[config.mk]
export PLATFORM = sky130hd
export DESIGN_NAME = fsm_seq_driver_flat
export DESIGN_NICKNAME = d
export VERILOG_FILES = /design/src/rtl/fsm_seq_driver_if.sv /design/src/rtl/fsm_seq_driver.sv /design/src/flat_wrapper.sv
export SDC_FILE = /design/constraint.sdc
export NUM_CORES = 1
export LEC_CHECK = 0
export CORE_UTILIZATION = 35
export DETAILED_ROUTE_END_ITERATION = 8
export HOLD_SLACK_MARGIN = 0.03
export REMOVE_ABC_BUFFERS = 1
export SYNTH_ARGS = -nofsm -noshare
export SYNTH_HDL_FRONTEND = slang
export SYNTH_SLANG_ARGS = --single-unit
[constraint.sdc]
create_clock -name clk -period 4.15 [get_ports clk]
set_clock_uncertainty 0.1 [all_clocks]
set_input_delay 0.83 -clock clk [delete_from_list [all_inputs] [get_ports clk]]
set_output_delay 0.83 -clock clk [all_outputs]
set_load 0.02 [all_outputs]
[src/rtl/fsm_seq_driver_if.sv]
`default_nettype none
// ============================================================================
// Module : fsm_seq_driver_if
// Brief  : Command, FSM drive/monitor and status bundle for fsm_seq_driver.
// Rev    : 1.0  initial release
// ============================================================================
interface fsm_seq_driver_if;
    logic       cmd_valid;
    logic       cmd_ready;
    logic [1:0] cmd_target;
    logic       drv_i1;
    logic       drv_i2;
    logic       mon_o1;
    logic       mon_o2;
    logic       mon_err;
    logic [1:0] cur_state;
    logic       done;
    logic [1:0] status;
    logic [2:0] steps;

    // master: command issuer that also hosts the FSM under drive
    modport master (
        output cmd_valid, cmd_target, mon_o1, mon_o2, mon_err,
        input  cmd_ready, drv_i1, drv_i2, cur_state, done, status, steps
    );

    modport slave (
        input  cmd_valid, cmd_target, mon_o1, mon_o2, mon_err,
        output cmd_ready, drv_i1, drv_i2, cur_state, done, status, steps
    );
endinterface
`default_nettype wire

[src/rtl/fsm_seq_driver.sv]
`default_nettype none
// ============================================================================
// Module : fsm_seq_driver
// Brief  : Steps the 2-input control FSM to a commanded state, checking each response.
// Rev    : 1.0  initial release
// ============================================================================
module fsm_seq_driver #(
    parameter int RESP_LAT  = 1,
    parameter int MAX_STEPS = 4
) (
    input  wire logic       clk,
    input  wire logic       rst,
    fsm_seq_driver_if.slave bus
);
    localparam logic [1:0] c_ST_IDLE = 2'b00;
    localparam logic [1:0] c_ST_S1   = 2'b01;
    localparam logic [1:0] c_ST_S2   = 2'b10;
    localparam logic [1:0] c_ST_ER   = 2'b11;

    localparam logic [2:0] c_W_CMD = 3'd0;
    localparam logic [2:0] c_DRIVE = 3'd1;
    localparam logic [2:0] c_WAIT  = 3'd2;
    localparam logic [2:0] c_CHECK = 3'd3;
    localparam logic [2:0] c_FIN   = 3'd4;

    localparam int                 c_LAT_W     = (RESP_LAT > 1) ? $clog2(RESP_LAT) : 1;
    localparam logic [c_LAT_W-1:0] c_LAT_LAST  = c_LAT_W'(RESP_LAT - 1);
    localparam logic [2:0]         c_MAX_STEPS = 3'(MAX_STEPS);

    function automatic logic [1:0] f_next(input logic [1:0] st, input logic [1:0] vec);
        logic [1:0] w_nxt;
        w_nxt = st;
        case (st)
            c_ST_IDLE: if (vec == 2'b11) w_nxt = c_ST_S1;   else if (vec == 2'b10) w_nxt = c_ST_ER;
            c_ST_S1:   if (vec == 2'b11) w_nxt = c_ST_S2;   else if (vec == 2'b01) w_nxt = c_ST_ER;
            c_ST_S2:   if (vec == 2'b10) w_nxt = c_ST_IDLE; else if (vec == 2'b00) w_nxt = c_ST_ER;
            default:   if (!vec[1])      w_nxt = c_ST_IDLE;
        endcase
        return w_nxt;
    endfunction

    // First vector of the shortest path; later vectors fall out of re-evaluating from the new state.
    function automatic logic [1:0] f_path(input logic [1:0] from, input logic [1:0] to);
        case (from)
            c_ST_IDLE: return (to == c_ST_ER) ? 2'b10 : 2'b11;
            c_ST_S1:   return (to == c_ST_ER) ? 2'b01 : 2'b11;
            c_ST_S2:   return (to == c_ST_ER) ? 2'b00 : 2'b10;
            default:   return 2'b00;
        endcase
    endfunction

    function automatic logic [1:0] f_hold(input logic [1:0] st);
        case (st)
            c_ST_S2: return 2'b01;
            c_ST_ER: return 2'b10;
            default: return 2'b00;
        endcase
    endfunction

    logic [2:0]         r_state;
    logic [2:0]         w_state_nxt;
    logic [1:0]         r_cur;
    logic [1:0]         r_target;
    logic [1:0]         r_exp;
    logic [1:0]         r_drv;
    logic [2:0]         r_cnt;
    logic [2:0]         r_steps;
    logic [1:0]         r_status;
    logic [c_LAT_W-1:0] r_lat;

    logic               w_accept;
    logic [2:0]         w_mon;
    logic               w_mon_legal;
    logic [1:0]         w_mon_state;
    logic [1:0]         w_vec;
    logic [1:0]         w_cur_nxt;
    logic [1:0]         w_status_nxt;
    logic [2:0]         w_steps_nxt;

    assign w_accept = bus.cmd_valid && (r_state == c_W_CMD);
    assign w_vec    = f_path(r_cur, r_target);

    always_comb begin
        w_mon       = {bus.mon_o1, bus.mon_o2, bus.mon_err};
        w_mon_legal = 1'b1;
        w_mon_state = c_ST_IDLE;
        case (w_mon)
            3'b000:  w_mon_state = c_ST_IDLE;
            3'b100:  w_mon_state = c_ST_S1;
            3'b010:  w_mon_state = c_ST_S2;
            3'b111:  w_mon_state = c_ST_ER;
            default: w_mon_legal = 1'b0;
        endcase
    end

    always_ff @(posedge clk or posedge rst) begin
        if (rst) r_state <= c_W_CMD;
        else     r_state <= w_state_nxt;
    end

    always_comb begin
        w_state_nxt = r_state;
        case (r_state)
            c_W_CMD: if (w_accept) w_state_nxt = (bus.cmd_target == r_cur) ? c_FIN : c_DRIVE;
            c_DRIVE: w_state_nxt = c_WAIT;
            c_WAIT:  if (r_lat == c_LAT_LAST) w_state_nxt = c_CHECK;
            c_CHECK: begin
                if (!w_mon_legal || (w_mon_state != r_exp) || (r_exp == r_target) ||
                    (r_cnt == c_MAX_STEPS))
                    w_state_nxt = c_FIN;
                else
                    w_state_nxt = c_DRIVE;
            end
            default: w_state_nxt = c_W_CMD;
        endcase
    end

    always_comb begin
        bus.cmd_ready = (r_state == c_W_CMD);
        bus.done      = (r_state == c_FIN);
        bus.drv_i1    = r_drv[1];
        bus.drv_i2    = r_drv[0];
        bus.cur_state = r_cur;
        bus.status    = r_status;
        bus.steps     = r_steps;
        w_cur_nxt     = r_cur;
        w_status_nxt  = 2'b00;
        w_steps_nxt   = (r_state == c_W_CMD) ? 3'd0 : r_cnt;
        if (r_state == c_CHECK) begin
            if (!w_mon_legal) begin
                w_status_nxt = 2'b10;
            end else if (w_mon_state != r_exp) begin
                w_status_nxt = 2'b01;
                w_cur_nxt    = w_mon_state;
            end else begin
                w_cur_nxt    = r_exp;
                w_status_nxt = (r_exp == r_target) ? 2'b00 : 2'b11;
            end
        end
    end

    always_ff @(posedge clk or posedge rst) begin
        if (rst) begin
            r_cur    <= c_ST_IDLE;
            r_target <= c_ST_IDLE;
            r_exp    <= c_ST_IDLE;
            r_drv    <= 2'b00;
            r_cnt    <= 3'd0;
            r_steps  <= 3'd0;
            r_status <= 2'b00;
            r_lat    <= '0;
        end else begin
            r_cur <= w_cur_nxt;
            if (w_accept) begin
                r_target <= bus.cmd_target;
                r_cnt    <= 3'd0;
            end
            if (r_state == c_DRIVE) begin
                r_drv <= w_vec;
                r_exp <= f_next(r_cur, w_vec);
                r_cnt <= r_cnt + 3'd1;
                r_lat <= '0;
            end
            // The vector is presented for one cycle only, so the FSM takes exactly one step.
            if (r_state == c_WAIT) begin
                r_lat <= r_lat + 1'b1;
                if (r_lat == '0) r_drv <= f_hold(r_exp);
            end
            if ((w_state_nxt == c_FIN) && (r_state != c_FIN)) begin
                r_status <= w_status_nxt;
                r_steps  <= w_steps_nxt;
                r_drv    <= f_hold(w_cur_nxt);
            end
        end
    end
endmodule
`default_nettype wire

[src/flat_wrapper.sv]
// flat-port wrapper written by rule: the top's interface ports become plain ports
module fsm_seq_driver_flat 
#(
    parameter int RESP_LAT  = 1,
    parameter int MAX_STEPS = 4
)
  (clk, rst, bus_cmd_valid, bus_cmd_target, bus_mon_o1, bus_mon_o2, bus_mon_err, bus_cmd_ready, bus_drv_i1, bus_drv_i2, bus_cur_state, bus_done, bus_status, bus_steps);
  fsm_seq_driver_if bus_i ();
  input  wire logic clk;
  input  wire logic rst;
  input wire logic [$bits(bus_i.cmd_valid)-1:0] bus_cmd_valid;
  input wire logic [$bits(bus_i.cmd_target)-1:0] bus_cmd_target;
  input wire logic [$bits(bus_i.mon_o1)-1:0] bus_mon_o1;
  input wire logic [$bits(bus_i.mon_o2)-1:0] bus_mon_o2;
  input wire logic [$bits(bus_i.mon_err)-1:0] bus_mon_err;
  output wire logic [$bits(bus_i.cmd_ready)-1:0] bus_cmd_ready;
  output wire logic [$bits(bus_i.drv_i1)-1:0] bus_drv_i1;
  output wire logic [$bits(bus_i.drv_i2)-1:0] bus_drv_i2;
  output wire logic [$bits(bus_i.cur_state)-1:0] bus_cur_state;
  output wire logic [$bits(bus_i.done)-1:0] bus_done;
  output wire logic [$bits(bus_i.status)-1:0] bus_status;
  output wire logic [$bits(bus_i.steps)-1:0] bus_steps;
  assign bus_i.cmd_valid = bus_cmd_valid;
  assign bus_i.cmd_target = bus_cmd_target;
  assign bus_i.mon_o1 = bus_mon_o1;
  assign bus_i.mon_o2 = bus_mon_o2;
  assign bus_i.mon_err = bus_mon_err;
  assign bus_cmd_ready = bus_i.cmd_ready;
  assign bus_drv_i1 = bus_i.drv_i1;
  assign bus_drv_i2 = bus_i.drv_i2;
  assign bus_cur_state = bus_i.cur_state;
  assign bus_done = bus_i.done;
  assign bus_status = bus_i.status;
  assign bus_steps = bus_i.steps;
  fsm_seq_driver #(.RESP_LAT(RESP_LAT), .MAX_STEPS(MAX_STEPS)) u_core (.clk(clk), .rst(rst), .bus(bus_i));
endmodule
# After elaboration in Yosys (flattened, before gate mapping)
# Index checks and enable logic that the tools add are counted.
# totals
ff_bits	20
input_bits	8
wordCells	84
# op_classes
add_sub_neg	2
n_eq_ne	23
n_mux	37
reduce_logical	13
# ops
op	count
2-to-1 mux 2 bit	20
2-to-1 mux 3 bit	7
one-hot mux 2 bit (3 select lines)	3
== test 2 bit (second input constant)	8
== test 3 bit (second input constant)	5
one-hot mux 3 bit (4 select lines)	1
== test 3 x 2 -> 1 bit (second input constant)	3
one-hot mux 2 bit (2 select lines)	2
logical NOT 3 bit	2
== test 2 x 1 -> 1 bit (second input constant)	2
== test 2 bit	2
logical NOT 2 bit	2
2-to-1 mux 1 bit	4
nonzero test 2 bit	2
OR reduction 4 bit	1
adder 3 x 1 -> 3 bit (second input constant)	1
== test 3 x 1 -> 1 bit (second input constant)	1
logical OR 1 bit	3
!= test 3 bit (second input constant)	1
logical AND 1 bit	2
!= test 2 bit	1
adder 1 bit (second input constant)	1
logical NOT 1 bit	1

# Longest topological paths before layout
# depth
depth_word	12
ltp_mapped	7

# Worst setup path after synthesis
# OpenSTA, ideal clock, no wires.
# synth_timing
kind	input -> register
start	input bus_mon_o2
end	register u_core.r_status[0] (netlist: u_core.bus.status[0])
arrival_ns	2.148
t_required_ns	3.925
setup_slack_ns	1.777
path_stages	6
path_buffers	1
path_cell_list	buf_4 -> and3_1 -> o211ai_1 -> o311ai_4 -> a41oi_4 -> mux2_4
# synth_via
elab_chain_cells	11
word_cells_on_any_way	19
cone_classes	eq/ne (5); mux (7); reduce/logical (7)
# synth_rtl
element	line	text
from (decl)	flat_wrapper.sv:14	input wire logic [$bits(bus_i.mon_o2)-1:0] bus_mon_o2;
== test 3 bit, or another cell as far along	fsm_seq_driver.sv:87	case (w_mon)
OR reduction 4 bit (no source line)	--	
2-to-1 mux 1 bit	fsm_seq_driver.sv:87	
logical NOT 1 bit	fsm_seq_driver.sv:108	if (!w_mon_legal || (w_mon_state != r_exp) || (r_exp == r_target) ||
logical OR 1 bit * (3 in series)	fsm_seq_driver.sv:108	
2-to-1 mux 3 bit *	fsm_seq_driver.sv:108	
one-hot mux 3 bit (4 select lines) *	fsm_seq_driver.sv:103	case (r_state)
net u_core.w_state_nxt[2]	fsm_seq_driver.sv:61	logic [2:0] w_state_nxt;
== test 3 bit *	fsm_seq_driver.sv:169	if ((w_state_nxt == c_FIN) && (r_state != c_FIN)) begin
logical AND 1 bit *	fsm_seq_driver.sv:169	
to (signal assigned)	fsm_seq_driver.sv:170	r_status <= w_status_nxt;
to (decl)	fsm_seq_driver.sv:68	logic [1:0] r_status;
# The timed path passes the listed nets; every way through them passes the cells marked *.
# A chain may end at the register's enable or synchronous reset.

# Worst setup path after layout
# layout_timing
start	register u_core.r_state[0]
end	output bus_cmd_ready
# layout_via
elab_chain_cells	1
# layout_rtl
element	line	text
from (decl)	fsm_seq_driver.sv:60	logic [2:0] r_state;
from (signal assigned)	fsm_seq_driver.sv:97	if (rst) r_state <= c_W_CMD;
from (signal assigned)	fsm_seq_driver.sv:98	else r_state <= w_state_nxt;
logical NOT 3 bit	fsm_seq_driver.sv:119	bus.cmd_ready = (r_state == c_W_CMD);
to (decl)	flat_wrapper.sv:16	output wire logic [$bits(bus_i.cmd_ready)-1:0] bus_cmd_ready;
# No other way between the ends.

==> flow_metrics.env <==
export IMPL_multi_input_area_um2=678
export IMPL_clkPwrFrac_pct=10.5
export IMPL_seq_power_share_pct=35.8
export IMPL_post_cts_buffers=0
export IMPL_max_stage_delay_ns=0.67
export IMPL_ios=19
export IMPL_powerDensity_nw_per_um2=734
export IMPL_r2r_end="u_core.bus.steps[1]"
export IMPL_rsz0062_at_grt="no"
export IMPL_rows=21
export IMPL_fin_cells=192
export IMPL_gp_congestion=0.790
export IMPL_drcViolationCount=0
export IMPL_postLayoutCoreUtil_pct=43.9
export IMPL_hp_start="u_core.bus.steps[0]"
export IMPL_htree_levels=1
export IMPL_netlist_area_um2=1250
export IMPL_synth_edff_count=0
export IMPL_min_period_ns=2.78
export IMPL_grt_usage_pct=15.5
export IMPL_num_fill_cells=338
export IMPL_layout_area_seq_um2=500
export IMPL_drt_wirelength_per_cell_um=13.5
export IMPL_critPathKind="register to output pin"
export IMPL_endpoint_kind="output pin"
export IMPL_switching_share_pct=43.8
export IMPL_clockBufferDepth=2
export IMPL_timing_fmax_mhz=360
export IMPL_cts_tree="built"
export IMPL_total_leakage_power_nw=0.613
export IMPL_cp_data_required_time_ns=3.22
export IMPL_cts_sinks=20
export IMPL_relSlewSlack_pct=49.8
export IMPL_setup_violations=0
export IMPL_place_hpwl_um=1990
export IMPL_nets=157
export IMPL_syn2layout_area_growth_pct=18.7
export IMPL_hold_depth=1
export IMPL_path_cells="nor3_4, clkdlybuf4s50_1"
export IMPL_fin_crit_sh_pct=67.0
export IMPL_intPower_mw=0.613
export IMPL_start_kind="register"
export IMPL_numPortBuffers=18
export IMPL_die_y_um=61.8
export IMPL_cts_resized=0
export IMPL_initial_utilization_pct=37.0
export IMPL_cts_hold_buf=0
export IMPL_drv_slew=0
export IMPL_whs_endpoint="u_core.bus.steps[0]"
export IMPL_ant_nets=0
export IMPL_ys_seq_elements=20
export IMPL_reg2reg_depth=5
export IMPL_rrSetupSlack_ns=2.07
export IMPL_hold_viol=0
export IMPL_maxCapViolCount=0
export IMPL_insertion_delay_ns=0.30
export IMPL_synthCells=131
export IMPL_drt_first_iter_violations=19
export IMPL_yosysWarnings=0
export IMPL_irDropWorstVdd_mv=0.291
export IMPL_root_buffer="clkbuf_4"
export IMPL_startpoint="u_core.r_state[0]"
export IMPL_r2r_start="u_core.r_exp[1]"
export IMPL_comb_power_share_pct=53.7
export IMPL_synth_top_area_share_pct=40.0
export IMPL_power_mw=1.09
export IMPL_hold_slack_ns=0.427
export IMPL_cp_max_fo=8
export IMPL_worstPathArrival_ns=1.85
export IMPL_switchingPower_mw=0.478
export IMPL_grt_overflow=0
export IMPL_grt_pass1_vias=950
export IMPL_grt_max_degree=21
export IMPL_antenna_cells=0
export IMPL_placed_cell_area_um2=1450
export IMPL_firstDrtPassIters=4
export IMPL_final_cell_mix="dfrtp_1 (20), clkdlybuf4s50_1 (18), nand2_1 (15)"
export IMPL_die_w_um=61.8
export IMPL_drive_gt1_share_pct=11.6
export IMPL_pre_cts_ws_ns=1.11
export IMPL_synth_seq_area_share_pct=40.0
export IMPL_syn_area_per_cell_um2=9.56
export IMPL_core_area_um2=3390
export IMPL_ys_types=40
export IMPL_dpl_cell_count=188
export IMPL_synthTopCellsByArea="dfrtp_1 (40%), mux2_4 (4.8%), nand2_1 (4.5%)"
export IMPL_numCtsBuffers=3
export IMPL_hold_class="register to register"
export IMPL_grt_first_pass_wirelength_um=4390
export IMPL_routed_wl_um=2590
export IMPL_async_flop_share_pct=100
export IMPL_ys_flop_type="dfrtp_1"
export IMPL_layout_commonest_cell="dfrtp_1"
export IMPL_finalSetupTns_ns=0
export IMPL_num_vias=974
export IMPL_worst_slew_pin_slew_ns=0.752
export IMPL_slowest_stage="clkdlybuf4s50_1"
export IMPL_antenna_found_initial=0
export IMPL_clkTransAtPathRegs_ns=0.12
export IMPL_dieArea_um2=3820
export IMPL_yosysTopAreaCell="dfrtp_1"
export IMPL_final_area_um2=1490
export IMPL_via_per_inst=5.07
export IMPL_status="finished, final reports clean"
export IMPL_postLayoutSetupSlackWorst_ns=1.37
## layout make-up
cell class              count  area share [%]
clock buffers               4            2.44
inverters                   7            1.77
multi-input cells          96            45.6
flip-flops and latches     20            33.7
well taps                  46            3.87
repair buffers             19            12.6
## worst max-delay path: cells and delay by family, from the launching register on
kind                   cells  cell delay (ns)
AND/OR/NAND/NOR            1             0.38
buffers and inverters      1             0.67
flip-flops                 1             0.50
## metal layers
layer / up-vias / wire [µm] / track usage [%]
li1: 493 / - / -
met1: 460 / 1260 / 20.4
met2: 19 / 1220 / 25.3
met3: 2 / 91 / 3.93
met4: 0 / 17 / 4.13
met5: - / 0 / 0
## kinds of logic after synthesis
| logic type | Yosys count | synth area share, % |
|---|---|---|
| compound gates | 34 | 20.2 |
| xor+xnor | 6 | 4.20 |
| fa+ha+maj | 2 | 2.00 |
| buf+inv | 15 | 5.89 |
| flops | 20 | 40.0 |
| mux | 9 | 9.09 |
| simple gates | 45 | 18.7 |
## how the worst max path moves through the flow
stage | endpoint | slack (ns) | cells past startpoint
finish | bus_cmd_ready | 1.37 | 2
global route | bus_cmd_ready | 1.26 | 2
CTS | bus_cmd_ready | 1.35 | 2
detailed placement | u_core.bus.steps[1] | 1.11 | 6
global placement | u_core.bus.steps[0] | 1.18 | 6
floorplan | u_core.bus.status[0] | 1.93 | 5
## synth_stat cells (2+ instances only)
cell      count
nand3_1       3
a21oi_1       9
mux2i_1       2
mux2_2        3
xnor2_1       4
o21ai_0      10
nor3_1        3
nor2_1        9
dfrtp_1      20
ha_1          2
xor2_1        2
buf_2         5
a31oi_1       4
nand2_1      15
nor2b_1       2
mux2_4        4
inv_1         7
nand2b_1      4
nor3b_1       2
## state kept, by name, indices dropped and copies added (netlist names)
signal                cells
u_core.bus.steps          3
u_core.r_target           2
u_core.r_cnt              3
u_core.r_exp              2
u_core.r_lat              1
u_core.r_drv              2
u_core.bus.cur_state      2
u_core.bus.status         2
u_core.r_state            3
## power by group through the flow
stage	Sequential [mW]	Clock [mW]	Combinational, mW
after floorplan	0.413	0	0.365
after global placement	0.388	0	0.582
after detailed placement	0.396	0	0.587
after CTS	0.391	0.118	0.591
after global routing	0.408	0.125	0.647
final	0.390	0.115	0.586
(Power assumes the default switching activity.)
